$ cat src/rtl/peripheral_io_bus.sv
// Memory-mapped peripheral block: switches, debounced buttons with edge latches, LED/HEX registers, 64-bit timer.
// Optional timer compare interrupt and CMP register enabled by defining TIMER_IRQ_EN.
module peripheral_io_bus #(
  parameter int unsigned DEBOUNCE_CYCLES = 50000,
  parameter logic [15:0] BASE_ADDR       = 16'hFF00
) (
  input  logic        clock,
  input  logic        reset,
  input  logic [15:0] address,
  input  logic [63:0] wdata,
  input  logic        write,
  output logic [63:0] rdata,
  input  logic [9:0]  sw,
  input  logic [2:0]  button,
  output logic [31:0] leds,
  output logic [15:0] hex_value,
  output logic        irq
);

  localparam int unsigned NUM_BTN = 3;
  localparam int unsigned NUM_SW  = 10;
  localparam int unsigned CNT_W   = (DEBOUNCE_CYCLES > 1) ? $clog2(DEBOUNCE_CYCLES) : 1;
  localparam logic [CNT_W-1:0] CNT_MAX = CNT_W'(DEBOUNCE_CYCLES - 1);

  localparam logic [4:0] IDX_SW    = 5'd0;
  localparam logic [4:0] IDX_BTN   = 5'd1;
  localparam logic [4:0] IDX_EDGE  = 5'd2;
  localparam logic [4:0] IDX_LED   = 5'd3;
  localparam logic [4:0] IDX_HEX   = 5'd4;
  localparam logic [4:0] IDX_TIMER = 5'd5;
`ifdef TIMER_IRQ_EN
  localparam logic [4:0] IDX_CMP   = 5'd6;
`endif

  logic [NUM_SW-1:0]  sw_meta;
  logic [NUM_SW-1:0]  sw_sync;
  logic [NUM_BTN-1:0] btn_meta;
  logic [NUM_BTN-1:0] btn_sync;
  logic [NUM_BTN-1:0] btn_level;
  logic [NUM_BTN-1:0] edge_latch;
  logic [CNT_W-1:0]   db_cnt [NUM_BTN];
  logic [63:0]        timer;

  logic               sel_c;
  logic [4:0]         idx_c;
  logic               wr_c;
  logic               wr_edge_c;
  logic               wr_led_c;
  logic               wr_hex_c;
  logic               wr_timer_c;
  logic [NUM_BTN-1:0] rise_c;
  logic [NUM_BTN-1:0] w1c_c;
  logic [63:0]        rd_c;

`ifdef TIMER_IRQ_EN
  logic [63:0] cmp;
  logic        wr_cmp_c;
`endif

  // Address decode: 256-byte window, 8-byte aligned registers
  always_comb begin
    sel_c      = (address[15:8] == BASE_ADDR[15:8]) && (address[2:0] == 3'b000);
    idx_c      = address[7:3];
    wr_c       = write && sel_c;
    wr_edge_c  = wr_c && (idx_c == IDX_EDGE);
    wr_led_c   = wr_c && (idx_c == IDX_LED);
    wr_hex_c   = wr_c && (idx_c == IDX_HEX);
    wr_timer_c = wr_c && (idx_c == IDX_TIMER);
`ifdef TIMER_IRQ_EN
    wr_cmp_c   = wr_c && (idx_c == IDX_CMP);
`endif
    w1c_c      = wr_edge_c ? wdata[NUM_BTN-1:0] : '0;
  end

  // A button's accepted level rises when its saturated counter releases a 1
  always_comb begin
    rise_c = '0;
    for (int i = 0; i < NUM_BTN; i++) begin
      rise_c[i] = btn_sync[i] && !btn_level[i] && (db_cnt[i] == CNT_MAX);
    end
  end

  always_comb begin
    rd_c = '0;
    if (sel_c) begin
      case (idx_c)
        IDX_SW:    rd_c = 64'(sw_sync);
        IDX_BTN:   rd_c = 64'(btn_level);
        IDX_EDGE:  rd_c = 64'(edge_latch);
        IDX_LED:   rd_c = 64'(leds);
        IDX_HEX:   rd_c = 64'(hex_value);
        IDX_TIMER: rd_c = timer;
`ifdef TIMER_IRQ_EN
        IDX_CMP:   rd_c = cmp;
`endif
        default:   rd_c = '0;
      endcase
    end
  end

  always_ff @(posedge clock) begin
    if (!reset) begin
      rdata      <= '0;
      leds       <= '0;
      hex_value  <= '0;
      edge_latch <= '0;
      timer      <= '0;
      sw_meta    <= '0;
      sw_sync    <= '0;
      btn_meta   <= '0;
      btn_sync   <= '0;
      btn_level  <= '0;
      for (int i = 0; i < NUM_BTN; i++) begin
        db_cnt[i] <= '0;
      end
    end else begin
      rdata    <= rd_c;
      sw_meta  <= sw;
      sw_sync  <= sw_meta;
      btn_meta <= button;
      btn_sync <= btn_meta;
      // Counter holds at its maximum until the accepted level catches up
      for (int i = 0; i < NUM_BTN; i++) begin
        if (btn_sync[i] == btn_level[i]) begin
          db_cnt[i] <= '0;
        end else if (db_cnt[i] == CNT_MAX) begin
          btn_level[i] <= btn_sync[i];
        end else begin
          db_cnt[i] <= db_cnt[i] + CNT_W'(1);
        end
      end
      edge_latch <= (edge_latch & ~w1c_c) | rise_c;
      if (wr_led_c) leds <= wdata[31:0];
      if (wr_hex_c) hex_value <= wdata[15:0];
      timer <= wr_timer_c ? wdata : timer + 64'd1;
    end
  end

`ifdef TIMER_IRQ_EN
  // Compare interrupt: sticky until CMP or TIMER is written; clear beats set
  always_ff @(posedge clock) begin
    if (!reset) begin
      cmp <= '0;
      irq <= 1'b0;
    end else begin
      if (wr_cmp_c) cmp <= wdata;
      if (wr_cmp_c || wr_timer_c) begin
        irq <= 1'b0;
      end else if ((timer == cmp) && (cmp != '0)) begin
        irq <= 1'b1;
      end
    end
  end
`else
  assign irq = 1'b0;
`endif

endmodule
$ cat config.mk
export PLATFORM = sky130hd
export DESIGN_NAME = peripheral_io_bus
export DESIGN_NICKNAME = d
export VERILOG_FILES = /design/src/rtl/peripheral_io_bus.sv
export SDC_FILE = /design/constraint.sdc
export NUM_CORES = 1
export LEC_CHECK = 0
export CAP_MARGIN = 20
export CORE_AREA = 2 2 165 167
export CTS_CLUSTER_DIAMETER = 80
export DETAILED_ROUTE_END_ITERATION = 10
export DIE_AREA = 0 0 167 169
export PLACE_DENSITY = 0.73
export SYNTH_ARGS = -nofsm -noshare
export SYNTH_HDL_FRONTEND = slang
export SYNTH_SLANG_ARGS = --single-unit
export TNS_END_PERCENT = 1
$ cat constraint.sdc
create_clock -name clock -period 3.4 [get_ports clock]
set_input_delay 0.68 -clock clock [delete_from_list [all_inputs] [get_ports clock]]
set_output_delay 0.68 -clock clock [all_outputs]
set_load 0.01 [all_outputs]
* Word level (Yosys, flattened, before mapping)
Memory sizes are Yosys's and may differ from the RTL's.
Index checks and enable logic that the tools add are counted.
** Word-level totals
- Flip-flop bits (word level) :: 208
- Bits in writable memories :: 48
- Input port bits :: 96
- Memories kept :: 1
** Memory list
- db_cnt :: depth 3, width 16, rd ports 3, clocked after memory_dff 0, wr ports 3, RTL line 41 : logic [CNT_W-1:0] db_cnt [NUM_BTN];
** Operators by class
- $add $sub $neg :: 4
- Equal/unequal tests :: 12
- Muxes and demuxes :: 31
- Bitwise gates (word level) :: 12
- Reduce and logical (&&, ||, !) cells :: 21
** Operators by type and width (number)
- case mux 64 bit (6 select lines) :: 1
- two-way mux 16 bit :: 6
- adder 64 x 1 -> 64 bit (second input constant) :: 1
- two-way mux 64 bit :: 1
- adder 16 x 1 -> 16 bit (second input constant) :: 3
- equality test 16 bit (second input constant) :: 3
- two-way mux 1 bit :: 22
- logical AND 1 bit :: 12
- equality test 5 x 2 -> 1 bit (second input constant) :: 2
- equality test 5 x 3 -> 1 bit (second input constant) :: 2
- equality test 8 bit (second input constant) :: 1
- AND reduction 2 bit :: 4
- bitwise OR 1 bit :: 6
- equality test 5 x 1 -> 1 bit (second input constant) :: 1
- zero test 5 bit :: 1
- bitwise AND 3 bit :: 1
- equality test 1 bit :: 3
- zero test 1 bit :: 3
- zero test 3 bit :: 1
- two-way mux 3 bit :: 1
- inverter 1 bit :: 3
- inverter 3 bit :: 1
- bitwise OR 3 bit :: 1

* Logic depth before layout (Yosys ltp)
- Depth in word-level cells :: 8
- Depth in mapped cells :: 8
- Mapped depth without buffers :: 6

* Least setup slack after synthesis
OpenSTA, ideal clock, no wires.
- Path kind :: reg2reg
- Start :: memory db_cnt[1][11] (netlist name)
- End :: memory db_cnt[1][0] (netlist name), enable pin
- Setup time :: 0.420 ns
- Arrival :: 1.954 ns
- Required time :: 2.980 ns
- Slack :: 1.027 ns
- Cell stages (with the launch flop) :: 4
- Path buffers :: 0
- Period minus slack after synthesis :: 2.373 ns
- Cells stage by stage :: edfxtp_1 or4_1 nor4_1 nand3_1
** RTL lines (RTL line)
- from (decl) :: 41

* Worst setup path in the final report
- Start :: register timer[1]
- End :: register timer[52]
** Between the ends
- Longest elaborated chain between the ends :: 2
** Ends and longest elaborated chain
- from (decl) :: RTL line 42 : logic [63:0] timer;
- from (signal assigned) :: RTL line 135 : timer <= wr_timer_c ? wdata : timer + 64'd1;
- adder 64 x 1 -> 64 bit :: RTL line 135
- two-way mux 64 bit :: RTL line 135
Every way passes these cells.
A chain may end at the register's enable or synchronous reset.

==> run_results.csv <==
group,metric,value,unit
timing,maxSlewHeadroom,51.30,%
yosys,ys_seq_area_share,51.03,%
yosys,synth_edf_count,48,
clock_network,clk_path_buf_depth,3,
global_routing,gr-total-overflow,0,
worst_hold_path,holdCritPathClass,"reg2reg",
yosys,syn_nets,1307,
status,outcome,"completed",
job,maxCapViolCount,0,
timing,fmax,0.3605,GHz
global_routing,grt_pass1_vias,9214,
floorplanning,fp.dieH,169,um
yosys,synth-async-reset-ratio,0,%
yosys,synthTopCellsByArea,"dfxtp_1 (38%), edfxtp_1 (13%), nor2_1 (4.4%)",
timing,finalMaxSlewViolations,0,
routing,wl_per_cell,16.89,um
timing,finalHoldViolations,0,
timing,fin_setup_tns,0,ps
worst_setup_path,cp-end-kind,"register",
cells_and_area,layout_common_cells,"dfxtp_1 (208), clkdlybuf4s50_1 (206), nor2_1 (129)",
global_routing,grt_start_max_net_pins,50,
timing,setup_viol,0,
yosys,yosys_warnings,0,
floorplanning,rows,60,
worst_setup_path,reg2reg_depth,6,
routing,vias,9465,
worst_setup_path,worstSetupStartpoint,"timer[1]",
worst_setup_path,required,3870,ps
worst_setup_path,arrival,3240,ps
floorplanning,io-pin-count,209,
yosys,synth_seq_cells,256,
global_routing,grtUsageTotal,20.27,%
global_routing,antenna_found_initial,1,
timing,finalWorstSetupSlack,626.4,ps
cells_and_area,layout-drive-gt1-share,5.895,%
cells_and_area,design_area,14270,um^2
routing,drt-total-wl,29.53,mm
clock_network,root_buffer,"clkbuf_16",
clock_network,cts_buffers,27,
power,power.density,437.9,nW/um^2
placement,dp.cells,1700,
yosys,synth_cells,1204,
cells_and_area,utilization,53.86,%
timing,worstMarginPinSlew,723.8,ps
clock_network,cts_hold_buf,0,
worst_setup_path,endpoint,"timer[52]",
clock_network,clkTransAtPathRegs,60,ps
worst_setup_path,r2r_end,"timer[52]",
yosys,synth_top_area_share,37.90,%
yosys,synth_ff_type,"dfxtp_1",
worst_setup_path,r2r-start,"timer[1]",
yosys,syn-mean-instance-area,9.124,um^2
floorplanning,initial_core_util,41.45,%
yosys,ys_types,55,
routing,drc,0,
clock_network,cts_tree,"yes",
timing,fin_crit_sh,81.58,%
clock_network,cts_num_sinks,256,
clock_network,h-tree-depth,1,
placement,hpwl,21.24,mm
routing,drtPass1Iterations,5,
routing,vias_per_cell,5.412,
cells_and_area,finalNonFillerCells,1749,
power,p_leak,4.692,nW
yosys,netlist_area,10990,um^2
placement,place_congestion,0.8529,
clock_network,cts_resized,0,
floorplanning,die_area,28220,um^2
clock_network,cts_setup_buffers,0,
placement,dp_slack,529.3,ps
clock_network,worstSkewPairLatency,540,ps
timing,fin_crit,2774,ps
placement,portBuffers,207,
timing,holdWs,432.1,ps
placement,place_area,13390,um^2
floorplanning,coreArea,26500,um^2
timing,rsz0062_at_grt,"no",
global_routing,grt_pass1_wl,47.35,mm
cells_and_area,num_antenna_cells,0,
worst_setup_path,r2r_slack,630,ps
routing,drtIter0Drc,771,
worst_setup_path,crit_fanout,10,
power,finalPower,6.250,mW
floorplanning,chipWidth,167,um
worst_setup_path,critPathLaunchType,"register",
cells_and_area,final_common_cell,"dfxtp_1",
timing,clock_skew,15.50,ps
routing,ant_nets,0,
cells_and_area,fin_nets,1491,
power,vdd_ir_drop_max,0.0004223,V
cells_and_area,synthToLayoutAreaGrowth,29.93,%
yosys,synth_top_area_cell,"dfxtp_1",
worst_setup_path,setup.worst_path.class,"reg2reg",
[layer usage]
layer	vias up	track usage (%)	wire [um]
li1	4645	-	-
met1	4449	26.25	12890
met2	313	33.96	13750
met3	58	3.998	2078
met4	0	6.897	814
met5	-	0	0
[cell usage after synthesis (9+ instances only)]
master    count
or3_1        16
edfxtp_1     48
nor2_1      129
a21oi_1      75
xor2_1       27
dfxtp_1     208
xnor2_1      52
and3_1       21
inv_1        27
nor4_1       19
a211oi_1     18
and4_1       10
mux2i_1      16
nand2_1     119
nor3_1       25
nand4_1      28
and2_1       59
a22oi_1      22
buf_2         9
clkbuf_1     63
a31oi_1      20
or4_1        15
a222oi_1     13
o21ai_0      52
nand3_1      57
[flip-flops by register name, indices dropped and copies added (netlist names)]
name / cells
btn_sync: 3
rdata: 64
btn_level: 3
leds: 32
timer: 64
db_cnt: 48
sw_sync: 10
sw_meta: 10
hex_value: 16
edge_latch: 3
btn_meta: 3
[how the worst min path moves through the flow]
| stage | end | slack [ps] | depth (start not counted) | startpoint |
|---|---|---|---|---|
| global route | sw_sync[2] | 440 | 1 | sw_meta[2] |
| finish | btn_sync[0] | 430 | 1 | btn_meta[0] |
| floorplan | btn_sync[0] | 410 | 1 | btn_meta[0] |
| CTS | sw_sync[2] | 430 | 1 | sw_meta[2] |
| detailed placement | sw_sync[2] | 420 | 1 | sw_meta[2] |
| global placement | sw_sync[0] | 410 | 1 | sw_meta[0] |
[cell families (layout without fill, tap and decap cells)]
logic type / count (synthesis) / in the layout / synth area share [%]
compound gates: 219 / 219 / 12.31
xor+xnor: 79 / 79 / 6.298
fa+ha+maj: 7 / 7 / 0.7972
buf+inv: 106 / 310 / 3.895
flops: 256 / 256 / 51.03
mux: 16 / 16 / 1.458
other cells: 1 / 1 / 0.03414
simple gates: 520 / 520 / 24.18
[power by group]
group	internal, mW	switching (mW)
Sequential	3.10	0.0107
Combinational	0.121	0.0987
Clock	1.70	1.22
Total	4.92	1.33
[area by class of cell]
cell class / instances / area [um^2]
sequential: 256 / 5605
inverter: 28 / 105.1
timing repair buffer: 233 / 2287
clock inverter: 17 / 148.9
tap: 341 / 426.7
multi-input combinational: 842 / 4965
clock buffer: 32 / 735.7
fill: 2387 / 12230
[worst max-delay path, stage by stage, from the launching register on]
cell and delay [ps]:
dfxtp_1 440, ha_1 250, and3_1 330, nand4_4 270, or4_1 750, or4_1 510
a31oi_1 160
No activity file was read; power rests on OpenSTA's default activity.
